--- src/rtl/falu_result_writeback_if.sv ---
// FAlu result / regfile write / FCSR0 bundle between FAlu, the writeback buffer and the FP regfile.
// master drives results, acks, flush and CSR writes; slave is the writeback block.
interface falu_result_writeback_if #(
    parameter int WIDTH_FALU = 32,
    parameter int ADDR_W     = 5
);
    logic [ADDR_W-1:0]       res_addr;
    logic [WIDTH_FALU*2-1:0] res_data;
    logic                    res_vld;
    logic [WIDTH_FALU-1:0]   res_fcsr;
    logic                    res_rdy;
    logic                    flush;
    logic                    wr_en;
    logic [ADDR_W-1:0]       wr_addr;
    logic [WIDTH_FALU*2-1:0] wr_data;
    logic                    wr_ack;
    logic                    csr_wr_en;
    logic [WIDTH_FALU-1:0]   csr_wr_data;
    logic [WIDTH_FALU-1:0]   fcsr0_data;
    logic                    fp_except;

    modport master (
        output res_addr, res_data, res_vld, res_fcsr, flush, wr_ack, csr_wr_en, csr_wr_data,
        input  res_rdy, wr_en, wr_addr, wr_data, fcsr0_data, fp_except
    );

    modport slave (
        input  res_addr, res_data, res_vld, res_fcsr, flush, wr_ack, csr_wr_en, csr_wr_data,
        output res_rdy, wr_en, wr_addr, wr_data, fcsr0_data, fp_except
    );
endinterface

--- src/rtl/falu_result_writeback.sv ---
// FAlu result buffer draining into the FP regfile write port; owns FCSR0 (optional FALU_WB_BYPASS_EN).
// Latency: push -> wr_en 1 cycle (0 with FALU_WB_BYPASS_EN on an empty buffer).
// Backpressure: res_rdy = !full, no same-cycle pop credit; head holds until wr_ack.
module falu_result_writeback #(
    parameter int WIDTH_FALU = 32,
    parameter int FIFO_DEPTH = 4,
    parameter int ADDR_W     = 5
) (
    input  logic                  clk,
    input  logic                  rst_n,
    falu_result_writeback_if.slave bus
);
    localparam int DW = WIDTH_FALU * 2;
    localparam int PW = $clog2(FIFO_DEPTH);
    localparam int CW = PW + 1;
    localparam logic [WIDTH_FALU-1:0] FCSR_MASK = WIDTH_FALU'(32'h1F1F_031F);

    logic [ADDR_W-1:0]     mem_addr  [FIFO_DEPTH];
    logic [DW-1:0]         mem_data  [FIFO_DEPTH];
    logic [4:0]            mem_cause [FIFO_DEPTH];
    logic [PW-1:0]         wr_ptr, rd_ptr;
    logic [CW-1:0]         count;
    logic [WIDTH_FALU-1:0] fcsr;
    logic                  except_q;

    logic                  empty, full;
    logic                  push, pop, retire;
    logic                  head_en;
    logic [ADDR_W-1:0]     head_addr;
    logic [DW-1:0]         head_data;
    logic [4:0]            ret_cause;
    logic [WIDTH_FALU-1:0] fcsr_base, fcsr_nxt;
    logic                  except_nxt;

    assign empty = (count == '0);
    assign full  = (count == CW'(FIFO_DEPTH));

    always_comb begin
        head_en   = !empty;
        head_addr = empty ? '0 : mem_addr[rd_ptr];
        head_data = empty ? '0 : mem_data[rd_ptr];
        ret_cause = mem_cause[rd_ptr];
        push      = bus.res_vld && !full && !bus.flush;
        pop       = !empty && bus.wr_ack;
        retire    = pop;
`ifdef FALU_WB_BYPASS_EN
        // Empty buffer: present the incoming result directly; an immediate ack retires it unqueued.
        if (empty && bus.res_vld) begin
            head_en   = !bus.flush;
            head_addr = bus.res_addr;
            head_data = bus.res_data;
            ret_cause = bus.res_fcsr[28:24];
            if (bus.wr_ack && !bus.flush) begin
                push   = 1'b0;
                retire = 1'b1;
            end
        end
`endif
    end

    // A CSR write replaces the base value; a same-cycle retire still layers its cause on top.
    always_comb begin
        fcsr_base  = bus.csr_wr_en ? (bus.csr_wr_data & FCSR_MASK) : fcsr;
        fcsr_nxt   = fcsr_base;
        except_nxt = 1'b0;
        if (retire) begin
            fcsr_nxt[28:24] = ret_cause;
            fcsr_nxt[20:16] = fcsr_base[20:16] | ret_cause;
            except_nxt      = |(ret_cause & fcsr_base[4:0]);
        end
    end

    always_ff @(posedge clk) begin
        if (push) begin
            mem_addr[wr_ptr]  <= bus.res_addr;
            mem_data[wr_ptr]  <= bus.res_data;
            mem_cause[wr_ptr] <= bus.res_fcsr[28:24];
        end
    end

    always_ff @(posedge clk or negedge rst_n) begin
        if (!rst_n) begin
            wr_ptr   <= '0;
            rd_ptr   <= '0;
            count    <= '0;
            fcsr     <= '0;
            except_q <= 1'b0;
        end else begin
            fcsr     <= fcsr_nxt;
            except_q <= except_nxt;
            if (bus.flush) begin
                wr_ptr <= '0;
                rd_ptr <= '0;
                count  <= '0;
            end else begin
                if (push) wr_ptr <= wr_ptr + PW'(1);
                if (pop)  rd_ptr <= rd_ptr + PW'(1);
                count <= count + CW'(push) - CW'(pop);
            end
        end
    end

    assign bus.res_rdy    = !full;
    assign bus.wr_en      = head_en;
    assign bus.wr_addr    = head_addr;
    assign bus.wr_data    = head_data;
    assign bus.fcsr0_data = fcsr;
    assign bus.fp_except  = except_q;
endmodule

--- src/flat_wrapper.sv ---
// flat-port wrapper written by rule: the top's interface ports become plain ports
module falu_result_writeback_flat 
#(
    parameter int WIDTH_FALU = 32,
    parameter int FIFO_DEPTH = 4,
    parameter int ADDR_W     = 5
)
  (clk, rst_n, bus_res_addr, bus_res_data, bus_res_vld, bus_res_fcsr, bus_flush, bus_wr_ack, bus_csr_wr_en, bus_csr_wr_data, bus_res_rdy, bus_wr_en, bus_wr_addr, bus_wr_data, bus_fcsr0_data, bus_fp_except);
  falu_result_writeback_if #(.WIDTH_FALU(WIDTH_FALU), .ADDR_W(ADDR_W)) bus_i ();
  input  logic clk;
  input  logic rst_n;
  input wire logic [$bits(bus_i.res_addr)-1:0] bus_res_addr;
  input wire logic [$bits(bus_i.res_data)-1:0] bus_res_data;
  input wire logic [$bits(bus_i.res_vld)-1:0] bus_res_vld;
  input wire logic [$bits(bus_i.res_fcsr)-1:0] bus_res_fcsr;
  input wire logic [$bits(bus_i.flush)-1:0] bus_flush;
  input wire logic [$bits(bus_i.wr_ack)-1:0] bus_wr_ack;
  input wire logic [$bits(bus_i.csr_wr_en)-1:0] bus_csr_wr_en;
  input wire logic [$bits(bus_i.csr_wr_data)-1:0] bus_csr_wr_data;
  output wire logic [$bits(bus_i.res_rdy)-1:0] bus_res_rdy;
  output wire logic [$bits(bus_i.wr_en)-1:0] bus_wr_en;
  output wire logic [$bits(bus_i.wr_addr)-1:0] bus_wr_addr;
  output wire logic [$bits(bus_i.wr_data)-1:0] bus_wr_data;
  output wire logic [$bits(bus_i.fcsr0_data)-1:0] bus_fcsr0_data;
  output wire logic [$bits(bus_i.fp_except)-1:0] bus_fp_except;
  assign bus_i.res_addr = bus_res_addr;
  assign bus_i.res_data = bus_res_data;
  assign bus_i.res_vld = bus_res_vld;
  assign bus_i.res_fcsr = bus_res_fcsr;
  assign bus_i.flush = bus_flush;
  assign bus_i.wr_ack = bus_wr_ack;
  assign bus_i.csr_wr_en = bus_csr_wr_en;
  assign bus_i.csr_wr_data = bus_csr_wr_data;
  assign bus_res_rdy = bus_i.res_rdy;
  assign bus_wr_en = bus_i.wr_en;
  assign bus_wr_addr = bus_i.wr_addr;
  assign bus_wr_data = bus_i.wr_data;
  assign bus_fcsr0_data = bus_i.fcsr0_data;
  assign bus_fp_except = bus_i.fp_except;
  falu_result_writeback #(.WIDTH_FALU(WIDTH_FALU), .FIFO_DEPTH(FIFO_DEPTH), .ADDR_W(ADDR_W)) u_core (.clk(clk), .rst_n(rst_n), .bus(bus_i));
endmodule
--- config.mk ---
export PLATFORM = sky130hd
export DESIGN_NAME = falu_result_writeback_flat
export DESIGN_NICKNAME = d
export VERILOG_FILES = /design/src/rtl/falu_result_writeback_if.sv /design/src/rtl/falu_result_writeback.sv /design/src/flat_wrapper.sv
export SDC_FILE = /design/constraint.sdc
export NUM_CORES = 1
export LEC_CHECK = 0
export ABC_AREA = 1
export ABC_CLOCK_PERIOD_IN_PS = 5400
export CAP_MARGIN = 20
export CORE_ASPECT_RATIO = 0.8
export CORE_MARGIN = 2
export CORE_UTILIZATION = 40
export CTS_BUF_LIST = sky130_fd_sc_hd__clkbuf_4 sky130_fd_sc_hd__clkbuf_8
export DETAILED_ROUTE_END_ITERATION = 10
export DONT_BUFFER_PORTS = 1
export PLACE_DENSITY = 0.58
export SLEW_MARGIN = 10
export SYNTH_ARGS = -nofsm -noshare
export SYNTH_HDL_FRONTEND = slang
export SYNTH_SLANG_ARGS = --single-unit
--- constraint.sdc ---
create_clock -name clk -period 5.4 [get_ports clk]
set_input_delay 0.54 -clock clk [delete_from_list [all_inputs] [get_ports clk]]
set_output_delay 0.54 -clock clk [all_outputs]
set_load 0.005 [all_outputs]
==> results of run 1 <==
==> final timing paths <==
path	startpoint	to	slack [ns]	cells past startpoint
setup / recovery	u_core.rd_ptr[0]	bus_wr_data[3]	1.68	5
hold / removal	bus_res_data[57]	u_core.mem_data[3][57]	0.05	0
setup reg to reg	u_core.count[1]	u_core.mem_data[1][11]	2.91	5
hold reg to reg	u_core.bus.fcsr0_data[8]	u_core.bus.fcsr0_data[8]	0.50	2
max in group asynchronous	rst_n	u_core.rd_ptr[0]	4.83	2
min in group asynchronous	rst_n	u_core.bus.fcsr0_data[3]	0.41	2
==> routing by layer <==
metal,GRT usage [%],up-vias,part of all wire (%)
met5,0,-,0
met3,6.13,41,8.4
met4,4.31,0,1.4
li1,-,3633,-
met2,27.3,216,47
met1,20.9,3625,43
==> report_power, final <==
| part | switching [mW] | leakage [nW] | internal (mW) |
|---|---|---|---|
| registers | 0.124 | 2.99 | 2.90 |
| logic | 0.923 | 1.43 | 0.319 |
| clock network | 0.916 | 0.520 | 1.09 |
| total | 1.96 | 4.94 | 4.31 |
==> sequential cells by signal, indices dropped and copies added (netlist names) <==
| name | count |
|---|---|
| u_core.rd_ptr | 2 |
| u_core.bus.fp_except | 1 |
| u_core.wr_ptr | 2 |
| u_core.mem_data | 256 |
| u_core.mem_cause | 20 |
| u_core.count | 3 |
| u_core.mem_addr | 20 |
| u_core.bus.fcsr0_data | 17 |
==> logic make-up (layout without fill, tap and decap cells) <==
family	count (synthesis)	after routing	share of synthesized area, %
buffers and inverters	91	146	3.84
AO/OA/AOI/OAI	215	215	8.51
other	1	16	0.0295
AND/OR/NAND/NOR	391	391	11.9
adder cells (fa/ha/maj)	6	6	0.650
flip-flops	321	321	74.9
XOR/XNOR	2	2	0.138
==> worst register-to-register path: cells and delay by family (launching register included) <==
| family | cells | cell delay (ns) |
|---|---|---|
| and+or+nand+nor | 4 | 1.10 |
| buffers and inverters | 1 | 0.57 |
| DFF | 1 | 0.43 |
==> final cells by class <==
class                           instances  area [um2]
Fill cell                            2827       17100
Sequential cell                       321        9520
Multi-Input combinational cell        629        2780
Clock buffer                           67         828
Tap cell                              420         526
Timing Repair Buffer                   40         378
Clock inverter                         21         154
Inverter                               18        72.6
Antenna cell                            1        2.50
==> cell usage in the layout (no fill, tap or decap) <==
cell,Yosys,routed
clkbuf_8,0,52
o21a_1,1,1
dlygate4sd3_1,0,26
a21oi_1,70,70
buf_12,0,1
o21bai_1,1,1
xnor2_1,1,1
clkbuf_4,0,15
edfxtp_1,296,296
o21ai_0,142,142
o21ai_1,1,1
clkinv_2,0,8
buf_4,26,13
dfrtp_1,25,23
nand3_1,31,31
xor2_1,1,1
diode_2,0,1
nor2_1,291,287
fa_1,1,1
nand3_2,1,1
inv_6,1,2
conb_1,1,15
bufinv_16,0,2
inv_1,15,14
nor2_4,0,4
inv_2,2,3
nand2_2,1,1
clkinv_1,0,8
ha_1,5,5
clkinvlp_4,0,2
dfrtp_4,0,2
nand2_1,67,67
==> through the flow <==
step	area, um2	setup WS, ns	utilization [%]	total power, mW
final	14300	1.68	45.5	6.28
after global routing	14300	1.41	45.5	6.65
after CTS	14200	1.64	45.3	6.38
after detailed placement	13000	2.29	41.5	4.33
after global placement	13000	2.32	41.5	4.32
after floorplan	12800	1.03	-	3.98
==> out/qor.yml, run 1 <==
status: "complete, no violations"
cp_cell_sequence: "buf_4, nor2_1, nor2_1, o21ai_0, a21oi_1"
clock_skew_ns: 0.0164
fin_crit_ns: 3.72
synth_largest_area_cell: "edfxtp_1"
antenna_found_initial: 1
slew_violations: 0
seq_area_frac_synth_pct: 74.9
h-tree-depth: 2
synthCells: 1027
min_path_type: "primary input to register"
maxCapViolations: 0
insertion_delay_ns: 0.59
synth.distinct_cells: 25
synth-seq-cells: 321
synth.avg_cell_area_um2: 12.4
cts_buffer_depth: 3
groute.usage.overall_pct: 16.7
cp_slowest_cell: "dfrtp_4"
die_h_um: 163
drcViolationCount: 0
slew_headroom_pct: 33.5
power_density_nw_per_um2: 440
worst-setup-path-type: "register to output pin"
crit_path_frequent_cell: "nor2_1"
postCtsResizedCells: 0
drtAntennaViolNets: 0
cp_num_buf_inv: 1
async_flop_share_pct: 7.79
rsz0062_at_grt: "false"
synth_edf_count: 296
cts_setup_buffers: 0
io_pins: 243
period_share_pct: 68.8
yosysMostFrequentCell: "edfxtp_1"
tightest_slew_ns: 0.997
root_buffer: "clkbuf_8"
routed_wl_mm: 27.8
max_stage_delay_ns: 1.00
die_area_um2: 33200
drt_iter0_markers: 351
gp_congestion: 0.755
p_leak_nw: 4.94
tns_ns: 0
cts_made_buffers: 50
crit_fanout: 77
final_nets: 1205
irDropWorstVdd_mv: 0.297
ys_warn_count: 0
final_cells: 1517
dieWidth_um: 203
ctsHoldBuffers: 21
vias_per_cell: 4.95
finalSetupViolations: 0
yosysTopAreaCellShare_pct: 70.0
timing.fmax_mhz: 269
numClockSinks: 321
synth_common_cells: "edfxtp_1, nor2_1, o21ai_0"
gr-total-overflow: 0
fp-row-count: 58
drive_gt1_share_pct: 9.67
place.port_buffers: 0
path_clk_slew_ns: 0.06
cp-end-kind: "output pin"
placed_cells: 1401
crit_family: "flip-flops"
cts_tree: "built"
finalHoldViolCount: 0
vias: 7515
crit_path_start_kind: "register"
cp.arrival_ns: 3.18
grt_max_degree: 152
ys.flop_type: "edfxtp_1"
firstDrtPassIters: 5
syn-cell-area_um2: 12700
yosys-top-cells-area: "edfxtp_1, nor2_1, o21ai_0"
wl_per_cell_um: 18.3
core_um2: 31400
start_util_pct: 40.5
area_growth_pct: 12.3
finalHoldWorstSlack_ns: 0.0473
worstPathRequired_ns: 4.86
grt_pass1_wl_mm: 42.4
dp_hpwl_mm: 15.2
grt_pass1_vias: 7576
Power figures use the tool's default switching activity.
==> run 2: changes to the inputs <==
ABC_CLOCK_PERIOD_IN_PS = 3300   (was 5400)
PLACE_DENSITY = 0.6   (was 0.58)
clock period = 3.3 ns   (was 5.4 ns; I/O delays follow)
==> out/qor.yml, run 2 (synthesized netlist as in run 1, its figures left out) <==
cp-end-kind: "output pin"
insertion_delay_ns: 0.57
status: "complete, no violations"
finalHoldWorstSlack_ns: 0.105
final_cell_mix: "edfxtp_1, nor2_1, o21ai_0"
tightest_slew_ns: 1.10
power_density_nw_per_um2: 697
final_cells: 1597
h-tree-depth: 2
min_path_type: "primary input to register"
largest_registers: "u_core.mem_data x256, u_core.mem_addr x20, u_core.mem_cause x20"
die_h_um: 163
grt.met2_usage_pct: 28.7
p_leak_nw: 5.29
crit_path_frequent_cell: "nor2_1"
vias: 7923
hold-path-cell-count: 3
final_common_cell: "edfxtp_1"
finalWorstSetupSlack_ns: 0.644
grt_pass1_wl_mm: 43.8
cts_tree: "built"
drtAntennaViolNets: 0
irDropWorstVdd_mv: 0.488
routed_wl_mm: 28.8
finalSetupViolations: 0
place.port_buffers: 0
dieWidth_um: 203
groute.usage.overall_pct: 17.2
slew_violations: 0
dpl-instance-area_um2: 13100
path_clk_slew_ns: 0.06
vias_per_cell: 4.96
io_pins: 243
final_nets: 1281
grt_max_degree: 76
start_util_pct: 40.5
clock_skew_ns: 0.0170
cp_num_buf_inv: 1
cp_slowest_cell: "dfrtp_4"
crit_path_start_kind: "register"
utilization_pct: 48.1
worst-setup-path-type: "register to output pin"
gr-usage-met1_pct: 21.7
hold_end: "u_core.bus.fcsr0_data[9]"
crit_family: "flip-flops"
core_um2: 31400
postCtsResizedCells: 0
worstPathRequired_ns: 2.97
fin_crit_ns: 2.66
timing.rr.end: "u_core.count[2]"
gp_congestion: 0.747
cts_buffer_depth: 3
cp_cell_sequence: "buf_4, nor2_1, nor2_1, o21ai_0, a21oi_1"
grt.busiest_layer: "met2"
slew_headroom_pct: 26.4
r2r_setup_slack_ns: 1.11
placed_cells: 1407
max_stage_delay_ns: 0.65
cp.arrival_ns: 2.33
maxCapViolations: 0
antenna_found_initial: 2
globalRouteMet3Util_pct: 4.87
largest_register: "u_core.mem_data"
largest_reg_flops: 256
r2r_start: "u_core.count[1]"
fp-row-count: 58
drt_iter0_markers: 471
holdCritStartpoint: "bus_csr_wr_en"
gr-total-overflow: 0
design_area_um2: 15100
firstDrtPassIters: 5
numClockSinks: 321
crit_fanout: 44
rsz0062_at_grt: "false"
period_share_pct: 80.5
r2r_cells: 9
wl_per_cell_um: 18.0
dp_hpwl_mm: 15.6
drive_gt1_share_pct: 9.70
finalHoldViolCount: 0
cts_made_buffers: 50
timing.fmax_mhz: 377
die_area_um2: 33200
root_buffer: "clkbuf_8"
place_worst_setup_slack_ns: 1.10
drcViolationCount: 0
grt_pass1_vias: 7889
area_growth_pct: 18.8
run 2: changes by cell type in the layout (fill, tap and decap cells not counted), sizes merged:
| cell | change |
|---|---|
| diode | +1 |
| clkinv | +2 |
| clkbuf | +3 |
| clkinvlp | -1 |
| buf | +6 |
| dlygate4sd3 | +70 |
| inv | -1 |
run 2: worst max-delay path by stage:
stage,startpoint,to,slack [ns],depth (start not counted)
floorplan,u_core.count[1],u_core.mem_addr[0][0],-1.03,4
global placement,u_core.count[1],u_core.mem_data[3][31],1.12,5
detailed placement,u_core.count[1],u_core.mem_data[3][31],1.10,5
CTS,u_core.count[1],bus_wr_data[45],0.56,5
global route,u_core.rd_ptr[0],bus_wr_data[45],0.40,5
finish,u_core.rd_ptr[0],bus_wr_data[45],0.64,5
run 2: area by class of cell:
type | count | area (um2)
antenna | 2 | 5.00
clock buffer | 70 | 857
clock inverter | 21 | 146
fill | 2788 | 16300
inverter | 18 | 72.6
multi-input combinational | 629 | 2780
sequential | 321 | 9520
tap | 420 | 526
timing repair buffer | 116 | 1190
run 2: through the flow:
| stage | power [mW] | setup TNS (ns) |
|---|---|---|
| 4_1_cts | 10.7 | 0 |
| 5_1_grt | 11.1 | 0 |
| 3_5_place_dp | 7.20 | 0 |
| 2_1_floorplan | 6.52 | -304.07 |
| 3_3_place_gp | 7.18 | 0 |
| 6_report | 10.5 | 0 |
run 2: worst register-to-register path, cell delays in order, from the launching register on:
cell     delay (ns)
dfrtp_1        0.43
nor2_1         0.07
nand2_1        0.15
nand3_1        0.36
inv_1          0.24
ha_1           0.17
inv_1          0.05
fa_1           0.39
xor2_1         0.16
nor2_1         0.05
run 2: where the power goes:
| group | internal (mW) | switching [mW] |
|---|---|---|
| combinational | 0.663 | 1.65 |
| clock | 1.83 | 1.49 |
| sequential | 4.75 | 0.139 |
| total | 7.24 | 3.28 |
run 2: timing repair:
action                                 4_1_cts  5_1_grt
buffers inserted                             0        0
hold buffers                                97        0
setup endpoints to repair                    0        0
endpoints found under the hold margin      346        0
run 2: routing by layer:
layer / part of all wire, % / vias up / routed length, um
li1: - / 3790 / -
met1: 44 / 3865 / 12500
met2: 48 / 219 / 13800
met3: 6.5 / 49 / 1860
met4: 1.9 / 0 / 545
met5: 0 / - / 0
